===== src/rtl/jt51_pkg.sv =====
// Register map constants and address decode shared by the jt51 timer front end.
package jt51_pkg;

   localparam logic [7:0] TMR_A_HI = 8'h10;
   localparam logic [7:0] TMR_A_LO = 8'h11;
   localparam logic [7:0] TMR_B    = 8'h12;
   localparam logic [7:0] TMR_CTL  = 8'h14;

   localparam int CTL_LDA  = 0;
   localparam int CTL_LDB  = 1;
   localparam int CTL_IRQA = 2;
   localparam int CTL_IRQB = 3;
   localparam int CTL_CLRA = 4;
   localparam int CTL_CLRB = 5;
   localparam int CTL_CSM  = 7;

   typedef enum logic [2:0] {
      SEL_A_HI  = 3'd0,
      SEL_A_LO  = 3'd1,
      SEL_B     = 3'd2,
      SEL_CTL   = 3'd3,
      SEL_OTHER = 3'd4
   } reg_sel_e;

   function automatic reg_sel_e reg_decode(input logic [7:0] addr);
      case (addr)
         TMR_A_HI: reg_decode = SEL_A_HI;
         TMR_A_LO: reg_decode = SEL_A_LO;
         TMR_B:    reg_decode = SEL_B;
         TMR_CTL:  reg_decode = SEL_CTL;
         default:  reg_decode = SEL_OTHER;
      endcase
   endfunction

endpackage


===== src/rtl/jt51_busy_cnt.sv =====
// Write-busy countdown: reloads on every accepted data write, counts down on cen.
module jt51_busy_cnt #(
   parameter int BUSY_CYC = 32
) (
   input  logic clk,
   input  logic rst_n,
   input  logic load,
   input  logic cen,
   output logic busy
);

   logic [7:0] cnt_r;
   logic [7:0] cnt_nxt_s;

   // Next count; a reload in the same cycle as the final decrement wins.
   always_comb begin
      cnt_nxt_s = cnt_r;
      if (load) begin
         cnt_nxt_s = 8'(BUSY_CYC);
      end else if (cen && (cnt_r != 8'd0)) begin
         cnt_nxt_s = cnt_r - 8'd1;
      end else begin
         cnt_nxt_s = cnt_r;
      end
   end

   // Counter and registered busy flag.
   always_ff @(posedge clk or negedge rst_n) begin
      if (!rst_n) begin
         cnt_r <= 8'd0;
         busy  <= 1'b0;
      end else begin
         cnt_r <= cnt_nxt_s;
         busy  <= (cnt_nxt_s != 8'd0);
      end
   end

endmodule


===== src/rtl/jt51_timer_ctrl.sv =====
// CPU register front end for jt51_timers: timer registers, control pulses,
// status byte, CSM key-on and pass-through of all other register writes.
module jt51_timer_ctrl
   import jt51_pkg::*;
#(
   parameter int BUSY_CYC = 32
) (
   input  logic       clk,
   input  logic       rst_n,
   input  logic       cen,
   input  logic       zero,
   input  logic       cs_n,
   input  logic       wr_n,
   input  logic       a0,
   input  logic [7:0] din,
   output logic [7:0] dout,
   input  logic       flag_A,
   input  logic       flag_B,
   input  logic       overflow_A,
   output logic [9:0] value_A,
   output logic [7:0] value_B,
   output logic       load_A,
   output logic       load_B,
   output logic       clr_flag_A,
   output logic       clr_flag_B,
   output logic       enable_irq_A,
   output logic       enable_irq_B,
   output logic       csm_kon,
   output logic       busy,
   output logic       reg_wr,
   output logic [7:0] reg_addr,
   output logic [7:0] reg_din
);

   logic       wst_s;
   logic       wst_r;
   logic       acc_addr_s;
   logic       acc_data_s;
   logic       csm_r;
   logic [7:0] addr_r;
   reg_sel_e   sel_s;

   // Only the rising edge of the strobe is a write, so a held strobe counts once.
   assign wst_s      = ~cs_n & ~wr_n;
   assign acc_addr_s = wst_s & ~wst_r & ~a0;
   assign acc_data_s = wst_s & ~wst_r & a0;
   assign sel_s      = reg_decode(addr_r);

   jt51_busy_cnt #(
      .BUSY_CYC (BUSY_CYC)
   ) u_busy (
      .clk   (clk),
      .rst_n (rst_n),
      .load  (acc_data_s),
      .cen   (cen),
      .busy  (busy)
   );

   // Register file, one-clock pulses, status byte and CSM key-on.
   always_ff @(posedge clk or negedge rst_n) begin
      if (!rst_n) begin
         wst_r        <= 1'b0;
         addr_r       <= 8'h00;
         csm_r        <= 1'b0;
         dout         <= 8'h00;
         value_A      <= 10'd0;
         value_B      <= 8'h00;
         load_A       <= 1'b0;
         load_B       <= 1'b0;
         clr_flag_A   <= 1'b0;
         clr_flag_B   <= 1'b0;
         enable_irq_A <= 1'b0;
         enable_irq_B <= 1'b0;
         csm_kon      <= 1'b0;
         reg_wr       <= 1'b0;
         reg_addr     <= 8'h00;
         reg_din      <= 8'h00;
      end else begin
         wst_r      <= wst_s;
         clr_flag_A <= 1'b0;
         clr_flag_B <= 1'b0;
         reg_wr     <= 1'b0;
         dout       <= {busy, 5'b00000, flag_B, flag_A};
         csm_kon    <= csm_r & cen & zero & overflow_A;
         if (acc_addr_s) begin
            addr_r <= din;
         end else if (acc_data_s) begin
            case (sel_s)
               SEL_A_HI: value_A[9:2] <= din;
               SEL_A_LO: value_A[1:0] <= din[1:0];
               SEL_B:    value_B      <= din;
               SEL_CTL: begin
                  csm_r        <= din[CTL_CSM];
                  clr_flag_B   <= din[CTL_CLRB];
                  clr_flag_A   <= din[CTL_CLRA];
                  enable_irq_B <= din[CTL_IRQB];
                  enable_irq_A <= din[CTL_IRQA];
                  load_B       <= din[CTL_LDB];
                  load_A       <= din[CTL_LDA];
               end
               default: begin
                  reg_wr   <= 1'b1;
                  reg_addr <= addr_r;
                  reg_din  <= din;
               end
            endcase
         end
      end
   end

endmodule


===== config.mk =====
export PLATFORM = sky130hd
export DESIGN_NAME = jt51_timer_ctrl
export DESIGN_NICKNAME = d
export VERILOG_FILES = /design/src/rtl/jt51_pkg.sv /design/src/rtl/jt51_busy_cnt.sv /design/src/rtl/jt51_timer_ctrl.sv
export SDC_FILE = /design/constraint.sdc
export NUM_CORES = 1
export LEC_CHECK = 0
export BUFFER_PORTS_ARGS = -buffer_cell sky130_fd_sc_hd__buf_2
export CORE_ASPECT_RATIO = 0.9
export CORE_MARGIN = 5
export CORE_UTILIZATION = 30
export CTS_CLUSTER_SIZE = 24
export DETAILED_ROUTE_END_ITERATION = 7
export GPL_TIMING_DRIVEN = 1
export SYNTH_ARGS = -nofsm -noshare
export SYNTH_HDL_FRONTEND = slang
export SYNTH_SLANG_ARGS = --single-unit

===== constraint.sdc =====
create_clock -name clk -period 5.4 [get_ports clk]
set_input_delay 0.27 -clock clk [delete_from_list [all_inputs] [get_ports clk]]
set_output_delay 0.27 -clock clk [all_outputs]
set_load 0.03 [all_outputs]

Word-level counts from Yosys, hierarchy flattened
Index checks and enable logic that the tools add are counted.
- flip-flop bits (word level): 64
- bits of input ports: 18
- output and inout port bits: 51
- word-level logic and storage cells: 62
- add/subtract/negate cells: 1
- equality and inequality tests: 7
- mux-type cells: 12
- bitwise logic cells: 13
- reductions and logical operators: 10
- operator list (operator ; count):
    $eq A8 B5 Y1 const B ; 4
    $mux W8 ; 2
    $reduce_bool A8 Y1 ; 2
    $reduce_and A3 Y1 ; 5
    $pmux W3 S4 ; 1
    $mux W1 ; 9
    $sub A8 B1 Y8 const B ; 1
    $and A1 B1 Y1 ; 7
    $eq A3 B2 Y1 const B ; 2
    $not A1 Y1 ; 6
    $reduce_or A4 Y1 ; 1
    $eq A3 B1 Y1 const B ; 1
    $logic_not A3 Y1 ; 1
    $logic_and A1 B1 Y1 ; 1

Depth between registers and ports, before layout
- word-level depth: 7
- depth in mapped cells: 6
- gate-level depth less buffers: 6

Cells and area by module
A second synthesis with hierarchy kept.
- cells, all modules: 188
- area total of the unflattened synthesis: 2720.1 um^2
- by module, submodules not included (module ; times used ; cells an instance ; area each (um^2) ; sequential area each (um^2)):
    jt51_timer_ctrl ; 1 ; 134 ; 2197.1 ; 1376.3
    jt51_busy_cnt ; 1 ; 54 ; 523.0 ; 225.2

Worst setup path after synthesis
No wires, ideal clock.
- kind: register to register
- from: register addr_r[5]
- to: register reg_addr[0]
- library setup time: 0.125 ns
- data arrival time: 1.925 ns
- data required time: 5.275 ns
- setup slack: 3.351 ns
- cell stages (with the launch flop): 6
- buffers on the path: 1
- clock period less this slack: 2.049 ns
- cell sequence: dfrtp_1 > or4b_4 > or2_4 > o21ai_4 > buf_6 > mux2_2
- longest elaborated chain between the ends: 6
- elaborated cells on any way between the ends: 12
- those cells by class: eq/ne (7); mux (1); bitwise (1); reduce/logical (3)
- ends and longest elaborated chain (item ; line ; RTL):
    start: declaration ; jt51_timer_ctrl.sv:40 ; logic [7:0] addr_r;
    start signal: assignment ; jt51_timer_ctrl.sv:86 ; addr_r <= din;
    $eq A8 B5 Y1 ; jt51_pkg.sv:26 ; case (addr)
    $pmux W3 S4 (*) ; jt51_pkg.sv:26 ;
    $eq A3 B1 Y1, or another cell as far along ; jt51_timer_ctrl.sv:88 ; case (sel_s)
    $reduce_or A4 Y1 (no source line) (*) ; -- ;
    $not A1 Y1 (no source line) (*) ; -- ;
    $reduce_and A3 Y1 (no source line) (*) ; -- ;
    end signal: assignment ; jt51_timer_ctrl.sv:103 ; reg_addr <= addr_r;
    end: declaration ; jt51_timer_ctrl.sv:31 ; output logic [7:0] reg_addr,
Every way passes the cells marked *; elsewhere a longest branch is shown, timed or not.
A chain may end at the register's enable or synchronous reset.

Worst setup path in the final report
- from: register addr_r[5]
- to: register reg_din[0]
- longest elaborated chain between the ends: 6
- elaborated cells on any way between the ends: 12
- those cells by class: eq/ne (7); mux (1); bitwise (1); reduce/logical (3)
- ends and longest elaborated chain (item ; line ; RTL):
    $eq A8 B5 Y1 ; jt51_pkg.sv:26 ;
    $pmux W3 S4 (*) ; jt51_pkg.sv:26 ;
    $eq A3 B1 Y1, or another cell as far along ; jt51_timer_ctrl.sv:88 ;
    $reduce_or A4 Y1 (no source line) (*) ; -- ;
    $not A1 Y1 (no source line) (*) ; -- ;
    $reduce_and A3 Y1 (no source line) (*) ; -- ;
    end signal: assignment ; jt51_timer_ctrl.sv:104 ; reg_din <= din;
    end: declaration ; jt51_timer_ctrl.sv:32 ; output logic [7:0] reg_din
Marks and branches as above.

==> results.txt <==
CP max FO: 16
Max-cap viol count: 0
Critical Path AT: 2.51 ns
CTS-repair resized insts: 0
Drc violations: 0
Reg area: 1600 sq um
Int Power: 966 uW
Slew Limit Headroom: 25.7%
RSZ-0062 raised after global routing: no
Via count: 1772
Util after Layout: 37.4%
Core area: 8960 sq um
Post-synth EDFFs: 0
Fillers: 902
Root Driver: clkbuf_8
Maximum clock frequency: 0.435 GHz
Clock Path Buffers: 2
Pre-CTS WS: 3.09 ns
Drt first pass iters: 4
Share of layout cells above drive strength 1: 50.0%
Area of the multi-input gates: 1040 sq um
GPL Wtd Cong: 0.834
Final Worst Setup Slack: 3.10 ns
First DRT Iteration DRCs: 75
TNS Setup: 0 ns
Top cells by area, synth: dfrtp_1 59%, mux2_2 19%, nor2_1 1.7%
Tcrit/Tclk final: 42.5%
Worst hold path type: in -> reg
Net count, final: 287
NetSw: 495 uW
Finish-stage setup viols: 0
Sw Ratio: 33.9%
Critical path launch point type: flip-flop
Mapped Cells: 196
Initial Util: 30.3%
Global route overflow: 0
DIE WIDTH: 110 um
Status: complete, no violations
Post-synthesis sequential element count: 64
Crit path kind: reg -> reg
Synth area leader: dfrtp_1
Mean post-synth cell area: 13.9 sq um
CTS tree: built
Area growth from synthesis to layout: 23.3%
WL/cell: 14.9 um
Ports: 69
Slew Viols, Final: 0
Largest net degree at the start of global routing: 65
Antenna Cells: 0
DIE AREA: 11100 sq um
Post-CTS Repair Setup Buffers: 0
Clock Skews: 0.00584 ns
First-pass GRT wire length: 9430 um
Port buffer count: 63
Clock-pin transition on the worst setup and hold timing paths: 0.06 ns
Static Leak: 1.67 nW
Detailed placer's ending HPWL: 4250 um
CTS Sinks: 64
Flop pwr share: 44.4%
Hold_buf cts: 0
Clock latency on the worst-skew pair: 0.33 ns
Aggregate routed wire length: 5860 um
Vias in the first global route: 1846
Clock share of power: 27.9%
Peak VDD IR: 177 uV
Seq/Total Area, Yosys: 58.9%
Synth cell types: 43
Antenna-violating nets left: 0
Ys flop type: dfrtp_1
Post-synth top area share: 58.9%
Final hold vios: 0
PD cells: 436 nW/um^2
GRT Total Usage: 11.4%
Worst Tran Pin Value: 1.10 ns
Vias per inst: 4.50
Share of total power in combinational logic: 27.7%
Yosys warns: 0
Crit. End Element: flip-flop
Async SR Flop Fraction: 100%
Initial antenna violation count: 0
H-tree depth: 3
Min Tclk post-route: 2.30 ns
Placement Rows: 33
Worst path required time: 5.62 ns
DIE HEIGHT: 100 um
Cts bufs inserted: 9
Post-Syn Area: 2720 sq um
## registers in the layout, indices dropped and copies added (netlist names)
name          cells
value_A          10
addr_r            8
reg_addr          8
reg_din           8
u_busy.cnt_r      8
value_B           8
dout              3
clr_flag_A        1
clr_flag_B        1
csm_kon           1
csm_r             1
enable_irq_A      1
enable_irq_B      1
load_A            1
load_B            1
reg_wr            1
u_busy.busy       1
wst_r             1
## cells in the mapped netlist, types with 2 or more instances
cell type  count
or4_1          3
nor2_1        12
mux2i_1        2
buf_2          2
a211oi_1       5
nor3_1         3
and2_1         2
inv_1          8
mux2_2        46
xnor2_1        2
buf_4          5
dfrtp_1       64
a21oi_1        6
ha_1           2
or4b_1         2
o21ai_0        3
nand2_1        3
## routing by layer
metal / part of all wire (%) / track usage, % / up-vias
met5: 0 / 0 / -
met4: 1.5 / 4.26 / 0
met3: 8.0 / 4.89 / 6
met2: 46 / 17.6 / 54
met1: 44 / 14.1 / 881
li1: - / - / 831
## worst paths after layout
| path | from | to | slack, ns | cells after the start |
|---|---|---|---|---|
| min reg2reg | u_busy.busy | dout[7] | 0.38 | 0 |
| max reg2reg | addr_r[5] | reg_din[0] | 3.10 | 4 |
| max | addr_r[5] | reg_din[0] | 3.10 | 4 |
| min | flag_A | dout[0] | 0.04 | 1 |
| max in group asynchronous | rst_n | clr_flag_B | 4.76 | 2 |
| min in group asynchronous | rst_n | dout[0] | 0.11 | 2 |
## cells in the final DEF (no fill, tap or decap), types with 3 or more instances in the layout
master,instances
dfrtp_1,64
buf_2,63
mux2_2,46
nor2_1,12
clkbuf_8,11
inv_1,8
a21oi_1,6
a211oi_1,5
conb_1,5
nand2_1,3
or4_1,3
o21ai_0,3
nor3_1,3
## critical path, cell delays in order, from the launching register on
cell	delay, ns
dfrtp_1	0.40
or4b_4	0.58
or2_4	0.28
o21ai_4	0.52
mux2_2	0.40
## metrics by stage
step	std cells	total power [mW]	area, sq um	hold WS (ns)
after detailed placement	378	1.07	3150	0.369
after global routing	394	1.56	3350	0.0190
after global placement	378	1.06	3150	0.355
after CTS	394	1.48	3350	0.0211
final	394	1.46	3350	0.0416
after floorplan	200	0.945	2730	-0.0256
## cell families (layout without fill, tap and decap cells)
group | after synthesis | in the layout | synth area share, %
AO/OA/AOI/OAI | 18 | 18 | 4.70
XOR/XNOR | 2 | 2 | 0.645
adder cells (fa/ha/maj) | 2 | 2 | 0.921
buffers and inverters | 17 | 89 | 3.41
flip-flops | 64 | 64 | 58.9
multiplexers | 49 | 49 | 20.2
other | 1 | 5 | 0.138
AND/OR/NAND/NOR | 43 | 43 | 11.1
## power groups by stage
stage	logic, mW	registers [mW]	clock network [mW]
floorplan	0.211	0.734	0
global placement	0.403	0.656	0
detailed placement	0.409	0.658	0
CTS	0.411	0.650	0.424
global route	0.444	0.664	0.447
finish	0.405	0.649	0.407
## layout make-up
cell class              instances  area share [%]
clock buffers                  13            4.74
clock inverters                 3            1.19
well taps                     122            4.55
repair buffers                 65            9.85
flip-flops and latches         64            47.8
multi-input cells             119            31.0
inverters                       8           0.896
Note: power is estimated with default switching activity, not from simulation.
